File: config.mk
export PLATFORM = sky130hd
export DESIGN_NAME = seq_gen_serial
export DESIGN_NICKNAME = d
export VERILOG_FILES = /design/src/rtl/seq_pkg.sv /design/src/rtl/seq_gen_dncnt.sv /design/src/rtl/seq_gen_serial.sv
export SDC_FILE = /design/constraint.sdc
export NUM_CORES = 1
export LEC_CHECK = 0
export CAP_MARGIN = 20
export CORE_AREA = 8 8 69 101
export CTS_BUF_LIST = sky130_fd_sc_hd__clkbuf_8
export CTS_CLUSTER_DIAMETER = 150
export DETAILED_ROUTE_END_ITERATION = 10
export DIE_AREA = 0 0 77 109
export GPL_TIMING_DRIVEN = 0
export PLACE_DENSITY = 0.68
export SLEW_MARGIN = 10
export SYNTH_ARGS = -nofsm -noshare
export SYNTH_HDL_FRONTEND = slang
export SYNTH_SLANG_ARGS = --single-unit
File: constraint.sdc
create_clock -name clk -period 4.7 [get_ports clk]
set_input_delay 0.705 -clock clk [delete_from_list [all_inputs] [get_ports clk]]
set_output_delay 0.705 -clock clk [all_outputs]
set_load 0.005 [all_outputs]
File: src/rtl/seq_pkg.sv
// Shared definitions for the serial pattern generator and the detector benches.
package seq_pkg;

   // Default geometry; LEN_W must satisfy 2**LEN_W > MAX_LEN.
   localparam int DEF_MAX_LEN = 8;
   localparam int DEF_LEN_W   = 4;
   localparam int DEF_REP_W   = 8;
   localparam int DEF_GAP_W   = 4;

   // Transmitter state encoding, 2-bit binary.
   typedef enum logic [1:0] {
      ST_IDLE  = 2'd0,
      ST_SHIFT = 2'd1,
      ST_GAP   = 2'd2,
      ST_DONE  = 2'd3
   } state_t;

endpackage

File: src/rtl/seq_gen_dncnt.sv
// Loadable down-counter with a zero flag. Load has priority over enable.
module seq_gen_dncnt #(
   parameter int W = 4
) (
   input  logic         clk,
   input  logic         rst_n,
   input  logic         load,
   input  logic [W-1:0] load_val,
   input  logic         en,
   output logic [W-1:0] count,
   output logic         zero
);

   // Count register: load wins, otherwise decrement when enabled.
   always_ff @(posedge clk or negedge rst_n) begin
      if (!rst_n) begin
         count <= '0;
      end else if (load) begin
         count <= load_val;
      end else if (en) begin
         count <= count - W'(1);
      end
   end

   assign zero = (count == '0);

endmodule

File: src/rtl/seq_gen_serial.sv
// Serial bit-pattern transmitter: shifts a captured pattern out MSB-first,
// repeating it with an optional idle gap between frames.
//
// Request/status handshake: i_start is a request that is honoured only while
// the FSM is IDLE (o_busy=0 and o_done=0); once accepted, the transmission runs
// to completion on captured copies of the inputs, and o_busy stays high until
// the final bit. o_done is a single-cycle completion pulse, not a level.
// i_abort returns to IDLE from any state and beats a simultaneous i_start.
module seq_gen_serial
   import seq_pkg::*;
#(
   parameter int MAX_LEN = DEF_MAX_LEN,
   parameter int LEN_W   = DEF_LEN_W,
   parameter int REP_W   = DEF_REP_W,
   parameter int GAP_W   = DEF_GAP_W
) (
   input  logic               clk,
   input  logic               rst_n,
   input  logic               i_start,
   input  logic               i_abort,
   input  logic [MAX_LEN-1:0] i_pattern,
   input  logic [LEN_W-1:0]   i_len,
   input  logic [REP_W-1:0]   i_repeat,
   input  logic [GAP_W-1:0]   i_gap,
   output logic               o_seq,
   output logic               o_valid,
   output logic               o_sof,
   output logic               o_busy,
   output logic               o_done,
   output logic [1:0]         o_state
);

   state_t             state, nxt;

   // Shadow copies of the request, frozen for the whole transmission.
   logic [MAX_LEN-1:0] pat_q;
   logic [LEN_W-1:0]   len_q;
   logic [GAP_W-1:0]   gap_q;

   // Counter controls and values.
   logic               idx_load, idx_en, idx_zero;
   logic [LEN_W-1:0]   idx_val, idx_cnt;
   logic               rep_load, rep_en, rep_zero;
   logic [REP_W-1:0]   rep_val, rep_cnt;
   logic               gap_load, gap_en, gap_zero;
   logic [GAP_W-1:0]   gap_val, gap_cnt;

   // Request capture and look-ahead values used to register the outputs.
   logic               cap;
   logic [LEN_W-1:0]   in_len;
   logic [LEN_W-1:0]   nxt_idx, nxt_len;
   logic [MAX_LEN-1:0] nxt_pat, pat_sh;
   logic               nxt_valid, nxt_seq, nxt_sof, nxt_busy, nxt_done;

   // Bit index within the current frame (counts len-1 down to 0).
   seq_gen_dncnt #(.W(LEN_W)) u_idx (
      .clk(clk), .rst_n(rst_n), .load(idx_load), .load_val(idx_val),
      .en(idx_en), .count(idx_cnt), .zero(idx_zero)
   );

   // Frames still to send after the current one (loaded with R-1).
   seq_gen_dncnt #(.W(REP_W)) u_rep (
      .clk(clk), .rst_n(rst_n), .load(rep_load), .load_val(rep_val),
      .en(rep_en), .count(rep_cnt), .zero(rep_zero)
   );

   // Remaining idle cycles in the current inter-frame gap (loaded with G-1).
   seq_gen_dncnt #(.W(GAP_W)) u_gap (
      .clk(clk), .rst_n(rst_n), .load(gap_load), .load_val(gap_val),
      .en(gap_en), .count(gap_cnt), .zero(gap_zero)
   );

   // Clamp an oversize length request to the pattern width.
   assign in_len = (i_len > LEN_W'(MAX_LEN)) ? LEN_W'(MAX_LEN) : i_len;

   // Next-state and counter control; abort overrides everything outside IDLE.
   always_comb begin
      nxt      = state;
      cap      = 1'b0;
      idx_load = 1'b0;
      idx_val  = len_q - LEN_W'(1);
      idx_en   = 1'b0;
      rep_load = 1'b0;
      rep_val  = '0;
      rep_en   = 1'b0;
      gap_load = 1'b0;
      gap_val  = gap_q - GAP_W'(1);
      gap_en   = 1'b0;
      case (state)
         ST_IDLE: begin
            if (!i_abort && i_start && (i_len != '0)) begin
               nxt      = ST_SHIFT;
               cap      = 1'b1;
               idx_load = 1'b1;
               idx_val  = in_len - LEN_W'(1);
               rep_load = 1'b1;
               rep_val  = (i_repeat == '0) ? '0 : i_repeat - REP_W'(1);
            end
         end
         ST_SHIFT: begin
            if (i_abort) begin
               nxt = ST_IDLE;
            end else if (!idx_zero) begin
               idx_en = 1'b1;
            end else if (rep_zero) begin
               nxt = ST_DONE;
            end else begin
               rep_en = 1'b1;
               if (gap_q == '0) begin
                  idx_load = 1'b1;
               end else begin
                  nxt      = ST_GAP;
                  gap_load = 1'b1;
               end
            end
         end
         ST_GAP: begin
            if (i_abort) begin
               nxt = ST_IDLE;
            end else if (gap_zero) begin
               nxt      = ST_SHIFT;
               idx_load = 1'b1;
            end else begin
               gap_en = 1'b1;
            end
         end
         ST_DONE: begin
            nxt = ST_IDLE;
         end
         default: begin
            nxt = ST_IDLE;
         end
      endcase
   end

   // Look ahead to the bit that will be on the line next cycle so the outputs
   // can be registered without adding a cycle of latency.
   always_comb begin
      nxt_idx   = idx_load ? idx_val : (idx_en ? idx_cnt - LEN_W'(1) : idx_cnt);
      nxt_len   = cap ? in_len : len_q;
      nxt_pat   = cap ? i_pattern : pat_q;
      pat_sh    = nxt_pat >> nxt_idx;
      nxt_valid = (nxt == ST_SHIFT);
      nxt_seq   = nxt_valid & pat_sh[0];
      nxt_sof   = nxt_valid && (nxt_idx == nxt_len - LEN_W'(1));
      nxt_busy  = (nxt == ST_SHIFT) || (nxt == ST_GAP);
      nxt_done  = (nxt == ST_DONE);
   end

   // State, shadow registers and registered outputs.
   always_ff @(posedge clk or negedge rst_n) begin
      if (!rst_n) begin
         state   <= ST_IDLE;
         pat_q   <= '0;
         len_q   <= '0;
         gap_q   <= '0;
         o_seq   <= 1'b0;
         o_valid <= 1'b0;
         o_sof   <= 1'b0;
         o_busy  <= 1'b0;
         o_done  <= 1'b0;
      end else begin
         state   <= nxt;
         if (cap) begin
            pat_q <= i_pattern;
            len_q <= in_len;
            gap_q <= i_gap;
         end
         o_seq   <= nxt_seq;
         o_valid <= nxt_valid;
         o_sof   <= nxt_sof;
         o_busy  <= nxt_busy;
         o_done  <= nxt_done;
      end
   end

   assign o_state = state;

endmodule

# Yosys cells after proc, flatten, opt, wreduce, memory -nomap -nowiden
# Index checks and enable logic that the tools add are counted.
# Widths: inputs -> output; s select.
# op_classes
n_eq_ne,7
magnitude_cmp,1
muxes,46
n_shift,1
n_reduce_logical,14
bitwise,1
add_sub_neg,8
# op_table
op,n
$mux 8,6
$mux 4,8
$sub 4x1->4 const B,6
$mux 1,23
$logic_not 8->1,2
$sub 8x1->8 const B,2
$mux 2,7
$logic_not 4->1,3
$eq 2x2->1 const B,4
$pmux 2 s4,1
$shr 8x4->1,1
$eq 2x1->1 const B,2
$eq 4x4->1,1
$gt 4x4->1 const B,1
$reduce_bool 2->1,2
$reduce_bool 4->1,1
$logic_and 1x1->1,3
$pmux 1 s3,1
$logic_not 2->1,1
$and 1x1->1,1
$logic_not 1->1,1
$logic_or 1x1->1,1
# word_totals
reg_bits,39
input_bits,28

# Logic depth before layout (Yosys ltp)
# logic_depth
ltp_word,9
depth_mapped,12

# Modules after synthesis
# Synthesis repeated with hierarchy kept, for this count alone.
# unflattened
cells_unflattened,280
area_unflattened_um2,2591.2
# modules_own_cells
module,n_inst,cells_per_inst,area_per_inst_um2,seq_area_each_um2
seq_gen_serial,1,188,1656.6,575.6
seq_gen_dncnt (u_rep),1,50,474.2,200.2
seq_gen_dncnt (u_gap ...),2,21,230.2,100.1

# Least setup slack after synthesis
# Ideal clock, no wire load.
# synth_path
kind,input -> register
startpoint,in i_abort
endpoint,reg o_sof
arrival_time_ps,2908
stages,9
n_path_buf,3
setup_time_ps,96
slack_ps,1697
path_cell_list,or4b_4 or2_0 buf_2 clkbuf_1 clkbuf_1 o21a_1 ha_1 xor3_1 nor4_2
# synth_between
elab_chain_cells,9
elab_cells_between_ends,23
cone_classes,add/sub: 1; eq/ne: 2; mux: 16; reduce/logical: 4
# synth_rtl
item,line_no,rtl
from (decl),seq_gen_serial.sv:20,"input logic i_abort,"
$logic_not 1->1,seq_gen_serial.sv:91,if (!i_abort && i_start && (i_len != '0)) begin
$logic_and 1x1->1 (2 in series),seq_gen_serial.sv:91,
$mux 1,seq_gen_serial.sv:91,
$mux 1,seq_gen_serial.sv:89,case (state)
$mux 4,-,
$sub 4x1->4,seq_gen_serial.sv:145,nxt_sof = nxt_valid && (nxt_idx == nxt_len - LEN_W'(1));
$eq 4x4->1,seq_gen_serial.sv:145,
$logic_and 1x1->1 *,seq_gen_serial.sv:145,
net nxt_sof,seq_gen_serial.sv:53,"logic nxt_valid, nxt_seq, nxt_sof, nxt_busy, nxt_done;"
to (signal assigned),seq_gen_serial.sv:171,o_sof <= nxt_sof;
to (decl),seq_gen_serial.sv:27,"output logic o_sof,"
# The timed path passes the listed nets; every way through them passes the cells marked *.
# A chain may end at the register's enable or synchronous reset.

# Worst setup path after layout
# layout_path
startpoint,in i_len[3]
endpoint,reg o_sof
# layout_between
elab_chain_cells,8
elab_cells_between_ends,18
cone_classes,add/sub: 2; order compare: 1; eq/ne: 2; mux: 10; reduce/logical: 3
# layout_rtl
item,line_no,rtl
from (decl),seq_gen_serial.sv:22,"input logic [LEN_W-1:0] i_len,"
$gt 4x4->1 or $reduce_bool 4->1 (tied branches),"seq_gen_serial.sv:74, seq_gen_serial.sv:91",
$mux 4 or $logic_and 1x1->1 (tied branches),"seq_gen_serial.sv:74, seq_gen_serial.sv:91",
$sub 4x1->4 or $mux 1 (tied branches),"seq_gen_serial.sv:95, seq_gen_serial.sv:91",
$mux 4 or $mux 1 (tied branches),"seq_gen_serial.sv:91, seq_gen_serial.sv:89",
$mux 4 (on tied branches),-,
$mux 4 or $sub 4x1->4 (tied branches),-,
$eq 4x4->1,seq_gen_serial.sv:145,
$logic_and 1x1->1 *,seq_gen_serial.sv:145,
net nxt_sof,seq_gen_serial.sv:53,
# Marks and branches as above.

==> impl_metrics.csv <==
group,metric,value,unit
outcome,status,"completed",
worst_setup_path,cp_slowest_cell,"clkdlybuf4s50_1",
timing,timing.fmax,276,MHz
flow_run,drv_cap,0,
global_route,grt_pass1_vias,1882,
floorplanning,start_util,41.4,%
timing,rsz0062_at_grt,"false",
clock_tree,cts_root_buf,"clkbuf_8",
floorplanning,dieWidth,77,um
synth,ys_ff_latch,39,
worst_setup_path,cp_common_cell,"clkbuf_1",
layout,nFillCells,569,
power_and_ir_drop,power_density,482,nW/um^2
clock_tree,cts_setup_buffers,0,
floorplanning,die_area,8390,sq um
synth,syn_nets,294,
clock_tree,clk_pin_slew,0.08,ns
worst_setup_path,required,4.90,ns
clock_tree,h-tree-depth,2,
global_route,grt_pass1_wl,8670,um
synth,synth_edf_count,0,
route,remaining_drc_errors,0,
layout,nNetsFinal,336,
worst_setup_path,worstReg2RegEnd,"o_sof",
floorplanning,num_rows,34,
timing,fin_tns_setup,0,ns
worst_setup_path,worstSetupStartpointType,"primary input",
route,vias,1921,
synth,syn_inst,255,
global_route,grt_use_total,12.4,%
worst_setup_path,crit_path_end,"o_sof",
min_path,hold_class,"primary input to asynchronous set/reset pin",
clock_tree,cts_tree,"yes",
route,routed_wl,5180,um
synth,synthArstFlopShare,100,%
worst_setup_path,path_cells,"clkdlybuf4s50_1, nor4_1, or2_0, buf_2, clkbuf_1, clkbuf_1, o21a_1, ha_1, xor3_1, nor4_2",
placed_design,portBuffers,34,
floorplanning,die_h,109,um
clock_tree,worstSkewPairLatency,0.29,ns
synth,seq_area_frac_synth,42.0,%
route,viasPerCell,5.19,
worst_setup_path,crit_type,"primary input to flip-flop",
global_route,grt_antenna_before_repair,0,
timing,finalCriticalPeriod,3.62,ns
synth,synth_area,2330,sq um
power_and_ir_drop,p_leak,1.29,nW
synth,synthFlopType,"dfrtp_1",
route,drt_iter0_markers,83,
placed_design,gp_congestion,0.809,
synth,synth_area_per_cell,9.12,sq um
clock_tree,numCtsBuffers,5,
worst_setup_path,critPathMaxStageDelay,0.49,ns
worst_setup_path,setup.worst_path.start,"i_len[3]",
synth,synth_warnings,0,
power_and_ir_drop,vdd_drop_max,204,uV
floorplanning,io_pins,35,
floorplanning,core,5620,sq um
timing,hold_violations,0,
worst_setup_path,cp.arrival,3.82,ns
layout,drive_gt1_share,6.71,%
layout,antenna_cells,0,
route,firstDrtPassIters,4,
timing,hold_ws,0.295,ns
global_route,grt_max_degree,28,
layout,fin_util,51.4,%
clock_tree,clockBufferDepth,2,
power_and_ir_drop,finalPower,1.39,mW
timing,tightest_slew,0.944,ns
route,routedWlPerCell,14.0,um
timing,finalSetupViolations,0,
clock_tree,post_cts_resized,0,
global_route,globalRouteOverflowTotal,0,
timing,slew_headroom,36.4,%
worst_setup_path,rr_startpoint,"o_state[0]",
timing,drv_slew,0,
clock_tree,cts_hold_buf,0,
worst_setup_path,ff2ff_path_depth,9,
timing,finalCritPeriodShare,77.1,%
route,antenna_left,0,
worst_setup_path,worstSetupEndpointType,"flip-flop",
timing,fin_skew,0.0101,ns
synth,synthDistinctLibCells,42,
layout,area_growth,24.2,%
clock_tree,clock_sinks,39,
worst_setup_path,reg2reg_slack,1.51,ns
worst_setup_path,path_max_fanout,10,
placed_design,hpwl,4090,um
## state kept, by name (all words and copies together), names as in the netlist
name	flops
gap_q	4
len_q	4
o_busy	1
o_done	1
o_seq	1
o_sof	1
o_state	2
o_valid	1
pat_q	8
u_gap.count	4
u_idx.count	4
u_rep.count	8
## cell families after synthesis
kind of cell / Yosys count / share of synthesized area (%)
buffers and inverters: 21 / 3.50
AOI/OAI and AO/OA: 38 / 11.9
muxes: 13 / 6.29
and+or+nand+nor: 116 / 23.4
adders and majority gates: 11 / 5.92
xor gates and xnor gates: 17 / 7.05
DFF: 39 / 42.0
## cells in the final DEF (no fill, tap or decap), types with 7 or more instances in the layout
cell             count
ha_1                11
a21oi_1             10
nor2_1              25
mux2i_1             11
nor3_1               7
clkdlybuf4s50_1     33
xnor2_1             11
inv_1               15
dfrtp_1             39
nand2_1             55
## worst min path at each step
stage	startpoint	to	cells past startpoint
detailed placement	pat_q[6]	pat_q[6]	2
finish	rst_n	len_q[1]	1
CTS	rst_n	len_q[1]	1
global route	rst_n	len_q[1]	1
global placement	pat_q[3]	pat_q[3]	2
floorplan	rst_n	gap_q[0]	0
## worst max-delay path: cells and delay by family
family	cells	cell delay, ns
buffers and inverters	4	1.57
AOI/OAI and AO/OA	1	0.20
adders and majority gates	1	0.15
xor gates and xnor gates	1	0.42
and+or+nand+nor	3	0.79
## routing by layer
layer | GRT usage [%] | up-vias | wire [um]
met5 | 0 | - | 0
met4 | 5.15 | 0 | 70
met3 | 1.73 | 5 | 142
met2 | 24.1 | 38 | 2870
met1 | 13.0 | 915 | 2090
li1 | - | 963 | -
## where the power goes
part | internal, mW | switching (mW) | total, mW
Sequential | 0.447 | 0.0854 | 0.532
Combinational | 0.273 | 0.299 | 0.572
Clock | 0.172 | 0.117 | 0.289
## synthesized netlist by cell type (5+ instances only)
library cell	count	share of area, %
a21oi_1	10	2.2
xnor2_1	11	4.1
dfrtp_1	39	42
o22ai_1	6	1.6
nand2b_1	6	1.6
nor2_1	25	4.0
nor3_1	7	1.5
ha_1	11	5.9
xor2_1	5	1.9
nand2_1	55	8.9
inv_1	15	2.4
mux2i_1	11	4.7
## cell type report
type	instances	area [sq um]	area share [%]
Clock inverter	2	35.0	1.21
Multi-Input combinational cell	195	1270	43.9
Clock buffer	6	82.6	2.86
Inverter	15	56.3	1.95
Sequential cell	39	976	33.8
Buffer	6	25.0	0.866
Timing Repair Buffer	35	355	12.3
Tap cell	72	90.1	3.12
## through the flow
step | instance area, sq um | cells | setup WS (ns)
after floorplan | 2330 | 255 | 1.70
after global placement | 2760 | 361 | 0.752
after detailed placement | 2770 | 362 | 0.724
after CTS | 2890 | 370 | 1.01
after global routing | 2890 | 370 | 0.878
final | 2890 | 370 | 1.08
No activity file was read; power rests on OpenSTA's default activity.
==> variant: new RTL, config.mk and constraints unchanged <==
Add an input register stage for `i_start`, `i_abort`, `i_pattern`, `i_len`, `i_repeat` and `i_gap`, without a reset; this delays them by one clock.
--- a/src/rtl/seq_gen_serial.sv
+++ b/src/rtl/seq_gen_serial.sv
@@ -29,6 +29,22 @@
    output logic               o_done,
    output logic [1:0]         o_state
 );
+
+   logic i_start_q;
+   logic i_abort_q;
+   logic [MAX_LEN-1:0] i_pattern_q;
+   logic [LEN_W-1:0] i_len_q;
+   logic [REP_W-1:0] i_repeat_q;
+   logic [GAP_W-1:0] i_gap_q;
+
+   always_ff @(posedge clk) begin
+      i_start_q   <= i_start;
+      i_abort_q   <= i_abort;
+      i_pattern_q <= i_pattern;
+      i_len_q     <= i_len;
+      i_repeat_q  <= i_repeat;
+      i_gap_q     <= i_gap;
+   end
 
    state_t             state, nxt;
 
@@ -71,7 +87,7 @@
    );
 
    // Clamp an oversize length request to the pattern width.
-   assign in_len = (i_len > LEN_W'(MAX_LEN)) ? LEN_W'(MAX_LEN) : i_len;
+   assign in_len = (i_len_q > LEN_W'(MAX_LEN)) ? LEN_W'(MAX_LEN) : i_len_q;
 
    // Next-state and counter control; abort overrides everything outside IDLE.
    always_comb begin
@@ -88,17 +104,17 @@
       gap_en   = 1'b0;
       case (state)
          ST_IDLE: begin
-            if (!i_abort && i_start && (i_len != '0)) begin
+            if (!i_abort_q && i_start_q && (i_len_q != '0)) begin
                nxt      = ST_SHIFT;
                cap      = 1'b1;
                idx_load = 1'b1;
                idx_val  = in_len - LEN_W'(1);
                rep_load = 1'b1;
-               rep_val  = (i_repeat == '0) ? '0 : i_repeat - REP_W'(1);
+               rep_val  = (i_repeat_q == '0) ? '0 : i_repeat_q - REP_W'(1);
             end
          end
          ST_SHIFT: begin
-            if (i_abort) begin
+            if (i_abort_q) begin
                nxt = ST_IDLE;
             end else if (!idx_zero) begin
                idx_en = 1'b1;
@@ -115,7 +131,7 @@
             end
          end
          ST_GAP: begin
-            if (i_abort) begin
+            if (i_abort_q) begin
                nxt = ST_IDLE;
             end else if (gap_zero) begin
                nxt      = ST_SHIFT;
@@ -138,7 +154,7 @@
    always_comb begin
       nxt_idx   = idx_load ? idx_val : (idx_en ? idx_cnt - LEN_W'(1) : idx_cnt);
       nxt_len   = cap ? in_len : len_q;
-      nxt_pat   = cap ? i_pattern : pat_q;
+      nxt_pat   = cap ? i_pattern_q : pat_q;
       pat_sh    = nxt_pat >> nxt_idx;
       nxt_valid = (nxt == ST_SHIFT);
       nxt_seq   = nxt_valid & pat_sh[0];
@@ -162,9 +178,9 @@
       end else begin
          state   <= nxt;
          if (cap) begin
-            pat_q <= i_pattern;
+            pat_q <= i_pattern_q;
             len_q <= in_len;
-            gap_q <= i_gap;
+            gap_q <= i_gap_q;
          end
          o_seq   <= nxt_seq;
          o_valid <= nxt_valid;
Function: changed (Yosys sat finds a counterexample within 4 cycles, from zero or initial values and one cycle with rst_n low).
==> variant against the original RTL <==
Sequential power rose by 42%. Largest cell class is now registers. Synthesized area rose by 25%. Sequential cell count rose by 26. First-iteration DRC count rose by 2.4%. Sequential share of layout area rose by 7.9 points. Design area rose by 24%. Critical endpoint unchanged. Die area did not move. Routed wire length rose by 13%. Total power rose by 30%. Setup slack improved by 0.29 ns.
==> variant: results (changes against the original RTL) <==
| Metric | Value |
|---|---|
| Post-Route WL | 5830 um (+13%) |
| Xor-xnor portion of the synthesized cell area | 5.11% (-1.9 points) |
| Crit path from | i_len_q[1] |
| Top post-synthesis cells by count | 59 x nand2_1, 39 x dfrtp_1, 26 x dfxtp_1 |
| Initial DRC count | 85 (+2.4%) |
| Worst path max stage delay | 0.60 ns (+0.11 ns) |
| Max IR drop VDD | 271 uV (+33%) |
| Setup Slack @ Placement | 1.36 ns (+0.635 ns) |
| Largest net degree at the start of global routing | 30 (+7.1%) |
| Area contributors post-synth | dfrtp_1 34%, dfxtp_1 18%, nand2_1 7.6% |
| Vias in the first global route | 2277 (+21%) |
| Lkg Pwr | 1.64 nW (+27%) |
| Max H-tree Level | 3 (+1) |
| Mux cell area share after synthesis | 4.73% (-1.6 points) |
| Worst R2R Path Depth | 11 (+2) |
| Clk_skew | 0.00528 ns (-0.00484 ns) |
| Register area share after synthesis | 51.4% (+9.4 points) |
| Period utilisation layout | 71.0% (-6.1 points) |
| Post-synth ARST share | 60.0% (-40 points) |
| CTS Buffer Depth | 2 (unchanged) |
| Final nets | 379 (+13%) |
| Sw frac | 31.4% (-4.6 points) |
| Total CTS buffers | 9 (+4) |
| Syn nets | 333 (+13%) |
| CP max-delay cell | nor4_1 |
| Synth Area in Compound Gates | 11.0% (-0.84 points) |
| Unique masters post-synth | 48 (+14%) |
| Tot GR Track Use | 15.0% (+2.5 points) |
| Synth Area in Adders | 4.73% (-1.2 points) |
| Fill count | 488 (-14%) |
| P_seq | 0.757 mW (+42%) |
| Vias per cell | 5.24 (+0.83%) |
| First-pass GRT wire length | 9920 um (+14%) |
| HPWL after DPL | 4370 um (+6.8%) |
| Clk root buf | clkbuf_8 |
| Routability cong. | 0.791 (-2.3%) |
| Share of cells above drive strength 1 | 9.28% (+2.6 points) |
| Combinational fraction of design power | 28.4% (-13 points) |
| Slew @ Worst Pin | 0.768 ns (-0.176 ns) |
| Clk Latency, worst-skew pair | 0.34 ns (+0.05 ns) |
| Status | finished clean |
| Syn. warnings | 0 (unchanged) |
-- variant: cell types whose count changed after synthesis, sizes merged, moves of 5 or more --
cell and change:
mux2i -5, a21oi +9, o22ai -5, nor2 -11
dfxtp +26
-- variant: metal layers --
metal	global-route usage, %	part of all wire (%)	vias to the layer above
met5	0	0	-
met4	7.86	3.0	0
met3	3.80	3.0	13
met2	28.5	55	29
met1	14.5	39	1036
li1	-	-	1105
-- variant: final cells by class --
cell class              instances  area share (%)
plain buffers                   7           0.768
clock buffers                  11            4.22
clock inverters                 5            2.16
inverters                      18            1.88
multi-input cells             204            36.8
flip-flops and latches         65            41.7
well taps                      72            2.51
repair buffers                 35            9.91
-- variant: metrics by stage --
step           power (mW)  hold slack (ns)  cell area, sq um  instances
5_1_grt              1.92            0.248              3590        417
3_3_place_gp         1.26            0.401              3340        400
4_1_cts              1.82            0.234              3590        417
3_5_place_dp         1.28            0.410              3360        401
2_1_floorplan        1.13            0.398              2910        294
6_report             1.80            0.239              3590        417
